File: config.mk
export PLATFORM = sky130hd
export DESIGN_NAME = sub_serial_cmp
export DESIGN_NICKNAME = d
export VERILOG_FILES = /design/src/rtl/sub_serial_cmp_pkg.sv /design/src/rtl/sub_digit_slice.sv /design/src/rtl/sub_serial_cmp.sv
export SDC_FILE = /design/constraint.sdc
export NUM_CORES = 1
export LEC_CHECK = 0
export BUFFER_PORTS_ARGS = -buffer_cell sky130_fd_sc_hd__buf_2
export CAP_MARGIN = 20
export CORE_MARGIN = 4
export CORE_UTILIZATION = 35
export CTS_BUF_LIST = sky130_fd_sc_hd__clkbuf_4
export DETAILED_ROUTE_END_ITERATION = 8
export GPL_ROUTABILITY_DRIVEN = 0
export SLEW_MARGIN = 20
export SYNTH_ARGS = -nofsm -noshare
export SYNTH_HDL_FRONTEND = slang
export SYNTH_SLANG_ARGS = --single-unit
File: constraint.sdc
create_clock -name clk -period 1.8 [get_ports clk]
set_input_delay 0.18 -clock clk [delete_from_list [all_inputs] [get_ports clk]]
set_output_delay 0.18 -clock clk [all_outputs]
set_load 0.02 [all_outputs]
File: src/rtl/sub_serial_cmp_pkg.sv
// Shared types and constants for the serial subtractor-comparator.
// The formatter uses GT/EQ/LT to pack the flags; steps() sizes the digit loop.
package sub_serial_cmp_pkg;

    typedef enum logic [1:0] {
        IDLE = 2'd0,
        CALC = 2'd1,
        FIX  = 2'd2,
        DONE = 2'd3
    } state_t;

    localparam int unsigned GT = 0;
    localparam int unsigned EQ = 1;
    localparam int unsigned LT = 2;

    // Number of DIGIT-wide slices needed to cover the sign-extended operand.
    function automatic int unsigned steps(input int unsigned width, input int unsigned digit);
        if (digit == 0) return 1;
        return (width + digit) / digit;
    endfunction

endpackage

File: src/rtl/sub_digit_slice.sv
// DIGIT-bit ripple adder slice; the only adder in the subtraction datapath.
module sub_digit_slice #(
    parameter int unsigned DIGIT = 2
) (
    input  logic [DIGIT-1:0] x,
    input  logic [DIGIT-1:0] y,
    input  logic             cin,
    output logic [DIGIT-1:0] sum,
    output logic             cout
);

    localparam int unsigned SW = DIGIT + 1;

    assign {cout, sum} = SW'(x) + SW'(y) + SW'(cin);

endmodule

File: src/rtl/sub_serial_cmp.sv
// Multi-cycle signed/unsigned A-B: DIGIT bits per cycle through one slice,
// then a fix-up cycle producing |A-B| and exactly one of gt/eq/lt.
module sub_serial_cmp
    import sub_serial_cmp_pkg::*;
#(
    parameter int unsigned WIDTH = 8,
    parameter int unsigned DIGIT = 2
) (
    input  logic             clk,
    input  logic             rst_n,
    input  logic             in_valid,
    output logic             in_ready,
    input  logic [WIDTH-1:0] a,
    input  logic [WIDTH-1:0] b,
    input  logic             is_unsigned,
    output logic             out_valid,
    input  logic             out_ready,
    output logic [WIDTH-1:0] diff_mag,
    output logic             gt,
    output logic             eq,
    output logic             lt
);

    localparam int unsigned STEPS = steps(WIDTH, DIGIT);
    localparam int unsigned IW    = STEPS * DIGIT;
    localparam int unsigned KW    = (STEPS > 1) ? $clog2(STEPS) : 1;

    generate
        if (WIDTH < 2 || DIGIT < 1 || DIGIT > WIDTH) begin : g_bad_param
            $error("sub_serial_cmp: illegal WIDTH/DIGIT combination");
        end
    endgenerate

    state_t           state;
    logic [IW-1:0]    a_sh;
    logic [IW-1:0]    b_sh;
    logic [IW-1:0]    d_r;
    logic             carry;
    logic [KW-1:0]    k;
    logic [DIGIT-1:0] sum;
    logic             cout;
    logic             neg;
    logic             d_nz;
    logic [WIDTH-1:0] d_lo;
    logic [WIDTH-1:0] mag;

    // Extension to IW bits keeps bit IW-1 a valid sign for any A-B.
    function automatic logic [IW-1:0] ext(input logic [WIDTH-1:0] v, input logic u);
        return u ? {{(IW-WIDTH){1'b0}}, v} : {{(IW-WIDTH){v[WIDTH-1]}}, v};
    endfunction

    sub_digit_slice #(.DIGIT(DIGIT)) u_slice (
        .x    (a_sh[DIGIT-1:0]),
        .y    (b_sh[DIGIT-1:0]),
        .cin  (carry),
        .sum  (sum),
        .cout (cout)
    );

    // |D| fits in WIDTH bits, so negating only the low bits is exact.
    assign neg  = d_r[IW-1];
    assign d_nz = |d_r;
    assign d_lo = d_r[WIDTH-1:0];
    assign mag  = neg ? (~d_lo + WIDTH'(1)) : d_lo;

    always_ff @(posedge clk) begin
        if (!rst_n) begin
            state     <= IDLE;
            in_ready  <= 1'b1;
            out_valid <= 1'b0;
            diff_mag  <= '0;
            gt        <= 1'b0;
            eq        <= 1'b0;
            lt        <= 1'b0;
            k         <= '0;
            carry     <= 1'b0;
            a_sh      <= '0;
            b_sh      <= '0;
            d_r       <= '0;
        end else begin
            case (state)
                IDLE: begin
                    if (in_valid) begin
                        a_sh     <= ext(a, is_unsigned);
                        b_sh     <= ~ext(b, is_unsigned);
                        carry    <= 1'b1;
                        k        <= '0;
                        in_ready <= 1'b0;
                        state    <= CALC;
                    end
                end
                CALC: begin
                    // Operands shift down one digit per cycle; digit k of D
                    // lands at bits [k*DIGIT +: DIGIT] after the last shift.
                    a_sh  <= a_sh >> DIGIT;
                    b_sh  <= b_sh >> DIGIT;
                    d_r   <= {sum, d_r[IW-1:DIGIT]};
                    carry <= cout;
                    k     <= k + KW'(1);
                    if (k == KW'(STEPS - 1)) begin
                        state <= FIX;
                    end
                end
                FIX: begin
                    diff_mag  <= mag;
                    gt        <= !neg && d_nz;
                    eq        <= !d_nz;
                    lt        <= neg;
                    out_valid <= 1'b1;
                    state     <= DONE;
                end
                DONE: begin
                    if (out_ready) begin
                        out_valid <= 1'b0;
                        in_ready  <= 1'b1;
                        state     <= IDLE;
                    end
                end
                default: state <= IDLE;
            endcase
        end
    end

endmodule

==> flow_summary.yaml <==
placement:
  dp.cells: 344
  dp_hpwl_microns: 3170
  post-place-ws_ps: 79.5
  io_buffers: 33
power_and_ir_drop:
  ir_worst_vdd_uv: 675
  combPwrFrac_pct: 48.6
  p_int_w: 0.00234
  power_density_nw_per_um2: 1630
  finalPower_w: 0.00403
  switching_share_pct: 42.0
  p_sw_w: 0.00169
  clkPwrFrac_pct: 12.4
  seqPwrFrac_pct: 39.0
  p_leak_nw: 0.980
floorplan:
  die_area_sq_um: 7400
  start_util_pct: 36.0
  core_area_sq_um: 5920
  die_h_microns: 86
  num_io_pins: 34
  rows: 28
  die_w_microns: 86
cells_and_area:
  nets: 308
  drive_gt1_share_pct: 17.6
  nFillCells: 594
  fin_util_pct: 41.8
  final_cells: 354
  area_growth_syn_to_layout_pct: 16.2
  antennaDiodeCount: 0
critical_path:
  r2r_start: "state[0]"
  timing.rr.end: "a_sh[7]"
  end_kind: "flip-flop"
  crit_path_start_kind: "flip-flop"
  critPathKind: "reg -> reg"
  cp.arrival_ps: 1930
  crit_path_max_fanout: 25
  cpPeakStageDelay_ps: 400
  crit_path_cell_trace: "inv_1 -> ha_1 -> nor2b_1 -> nor2_2 -> buf_12 -> nor2_1 -> a211oi_1"
  cp_slowest_cell: "dfxtp_1"
  reg2reg_depth: 7
  rrSetupSlack_ps: 150
  crit_path_end: "a_sh[7]"
  setup.worst_path.start: "state[0]"
  cp.required_ps: 2080
synthesis:
  ys_seq_elements: 47
  avgSynthCellArea_sq_um: 8.62
  ys_warn_count: 0
  seq_area_frac_synth_pct: 44.2
  syn_nets: 277
  syn-instance-count: 247
  syn_area_sq_um: 2130
  synth.distinct_cells: 31
global_routing:
  busiest_layer: "met2"
  grt.overflow.total: 0
  grt_max_degree: 40
  use_met2_pct: 22.1
  grt_antenna_before_repair: 0
  grt_pass1_wl_microns: 7930
  use_met3_pct: 3.07
  grt.total_usage_pct: 13.2
  first_global_vias: 1701
  use_met1_pct: 16.9
cts:
  cts_sinks: 47
  root_buffer: "clkbuf_4"
  cts_buffers: 5
  clock_latency_ps: 360
  clk_path_buf_depth: 2
  clk_pin_slew_ps: 130
  cts_setup_buffers: 0
  cts_tree: "done"
  h-tree-depth: 2
timing:
  fmax_mhz: 607
  relSlewSlack_pct: 67.7
  fin_tns_setup_ps: 0
  drv_slew: 0
  rsz0062_at_grt: "yes"
  setup_viol: 0
  setup_slack_ps: 152
  worst_pin_slew_ps: 480
  skew_ps: 5.44
  post-route-period-util_pct: 91.6
  final-hold-violation-count: 0
  period_needed_ps: 1650
route:
  viasPerCell: 4.92
  route.detailed.drc: 0
  finalWirelength_microns: 4580
  antenna_left: 0
  vias: 1740
  drt_iter0_drc: 108
  wl_per_cell_microns: 12.9
  firstDrtPassIters: 4
run_status:
  status: "complete, no violations"
flow_run:
  drv_cap: 0
worst_hold_path:
  hold_class: "in -> reg"
[registers in the layout (all words and copies together), names as in the netlist]
| name | flops |
|---|---|
| d_r | 10 |
| a_sh | 9 |
| b_sh | 9 |
| diff_mag | 8 |
| k | 3 |
| state | 2 |
| carry | 1 |
| eq | 1 |
| gt | 1 |
| in_ready | 1 |
| lt | 1 |
| out_valid | 1 |
[cells in the mapped netlist]
cell type	instances	area share, %
dfxtp_1	47	44
nor2_1	37	6.5
nand2_1	25	4.4
mux2i_1	20	9.4
a211oi_1	16	5.6
a21oi_1	16	3.8
o21ai_0	15	3.5
inv_1	14	2.5
clkbuf_1	12	2.1
ha_1	7	4.1
nand2b_1	4	1.2
xnor2_1	4	1.6
buf_2	3	0.70
nor2b_1	3	0.88
a21boi_0	2	0.70
a31oi_1	2	0.59
fa_1	2	1.9
nand3_1	2	0.47
nor3_1	2	0.47
nor4_1	2	0.59
xor2_1	2	0.82
a221oi_1	1	0.41
a22oi_1	1	0.35
a32oi_1	1	0.41
buf_6	1	0.53
nand4_1	1	0.29
o21ai_1	1	0.23
o22ai_1	1	0.29
o31ai_1	1	0.35
o41a_1	1	0.53
or4_4	1	0.53
[per-stage QoR]
stage / hold WS (ps) / cell area (sq um)
4_1_cts: 58.6 / 2460
5_1_grt: 70.2 / 2470
3_5_place_dp: 369 / 2380
2_1_floorplan: 256 / 2130
3_3_place_gp: 367 / 2380
6_report: 72.7 / 2470
[logic make-up after synthesis]
kind of cell               count (synthesis)  share of synthesized area (%)
DFF                                       47                           44.2
and+or+nand+nor                           77                           15.3
xor gates and xnor gates                   6                           2.47
AOI/OAI and AO/OA                         58                           16.8
muxes                                     20                           9.40
buffers and inverters                     30                           5.82
adders and majority gates                  9                           5.99
[power groups by stage]
stage | sequential [W] | clock, W | combinational, W
6_report | 0.00157 | 0.000499 | 0.00196
4_1_cts | 0.00158 | 0.000526 | 0.00195
3_3_place_gp | 0.00159 | 0 | 0.00190
5_1_grt | 0.00162 | 0.000571 | 0.00222
3_5_place_dp | 0.00160 | 0 | 0.00193
2_1_floorplan | 0.00164 | 0 | 0.00132
[worst min path at each step]
stage                from       end  slack, ps  cells after the start
floorplan           rst_n  in_ready        260                      1
global placement     b[6]   b_sh[6]        370                      2
CTS                  a[7]   a_sh[8]         60                      3
detailed placement   b[6]   b_sh[6]        370                      2
finish               a[7]   a_sh[8]         70                      3
global route         a[7]   a_sh[8]         70                      3
[critical path, delay by kind of cell, from the launching register on]
kind | cells | cell delay (ps)
flops | 1 | 400
simple gates | 3 | 410
compound gates | 1 | 200
fa+ha+maj | 1 | 290
buf+inv | 2 | 270
[routing by layer]
layer / vias to the layer above / part of all wire (%)
met5: - / 0
met4: 0 / 1.5
met3: 7 / 3.7
met2: 24 / 47
met1: 809 / 48
li1: 900 / -
[layout make-up]
cell class                 count  area, sq um  share of cell area, %
clock buffer                   6         45.0                   1.82
clock inverter                 2         12.5                  0.506
inverter                      14         52.6                   2.12
multi-input combinational    170         1080                   43.7
sequential                    47          941                   38.0
tap                           75         93.8                   3.79
timing repair buffer          40          248                   10.0
[placed cells by master, fill, tap and decap left out, types with 2 or more instances in the layout]
master | netlist | layout
ha_1 | 7 | 7
a211oi_1 | 16 | 16
mux2i_1 | 20 | 20
xnor2_1 | 4 | 4
nor4_1 | 2 | 2
nor3_1 | 2 | 2
nor2_1 | 37 | 36
a31oi_1 | 2 | 2
dlygate4sd3_1 | 0 | 2
a21boi_0 | 2 | 2
buf_12 | 0 | 2
xor2_1 | 2 | 2
nand2b_1 | 4 | 3
buf_2 | 3 | 33
o21ai_0 | 15 | 15
inv_1 | 14 | 14
buf_4 | 0 | 3
nor2b_1 | 3 | 3
nand3_1 | 2 | 2
clkbuf_4 | 0 | 6
a21oi_1 | 16 | 16
fa_1 | 2 | 2
dfxtp_1 | 47 | 47
nand2_1 | 25 | 25
[what timing repair did]
action | CTS | global route
resized for setup | 0 | 3
hold buffers | 2 | 0
endpoints found under the setup margin | 0 | 4
hold endpoints to repair | 2 | 0
Power figures use the tool's default switching activity.
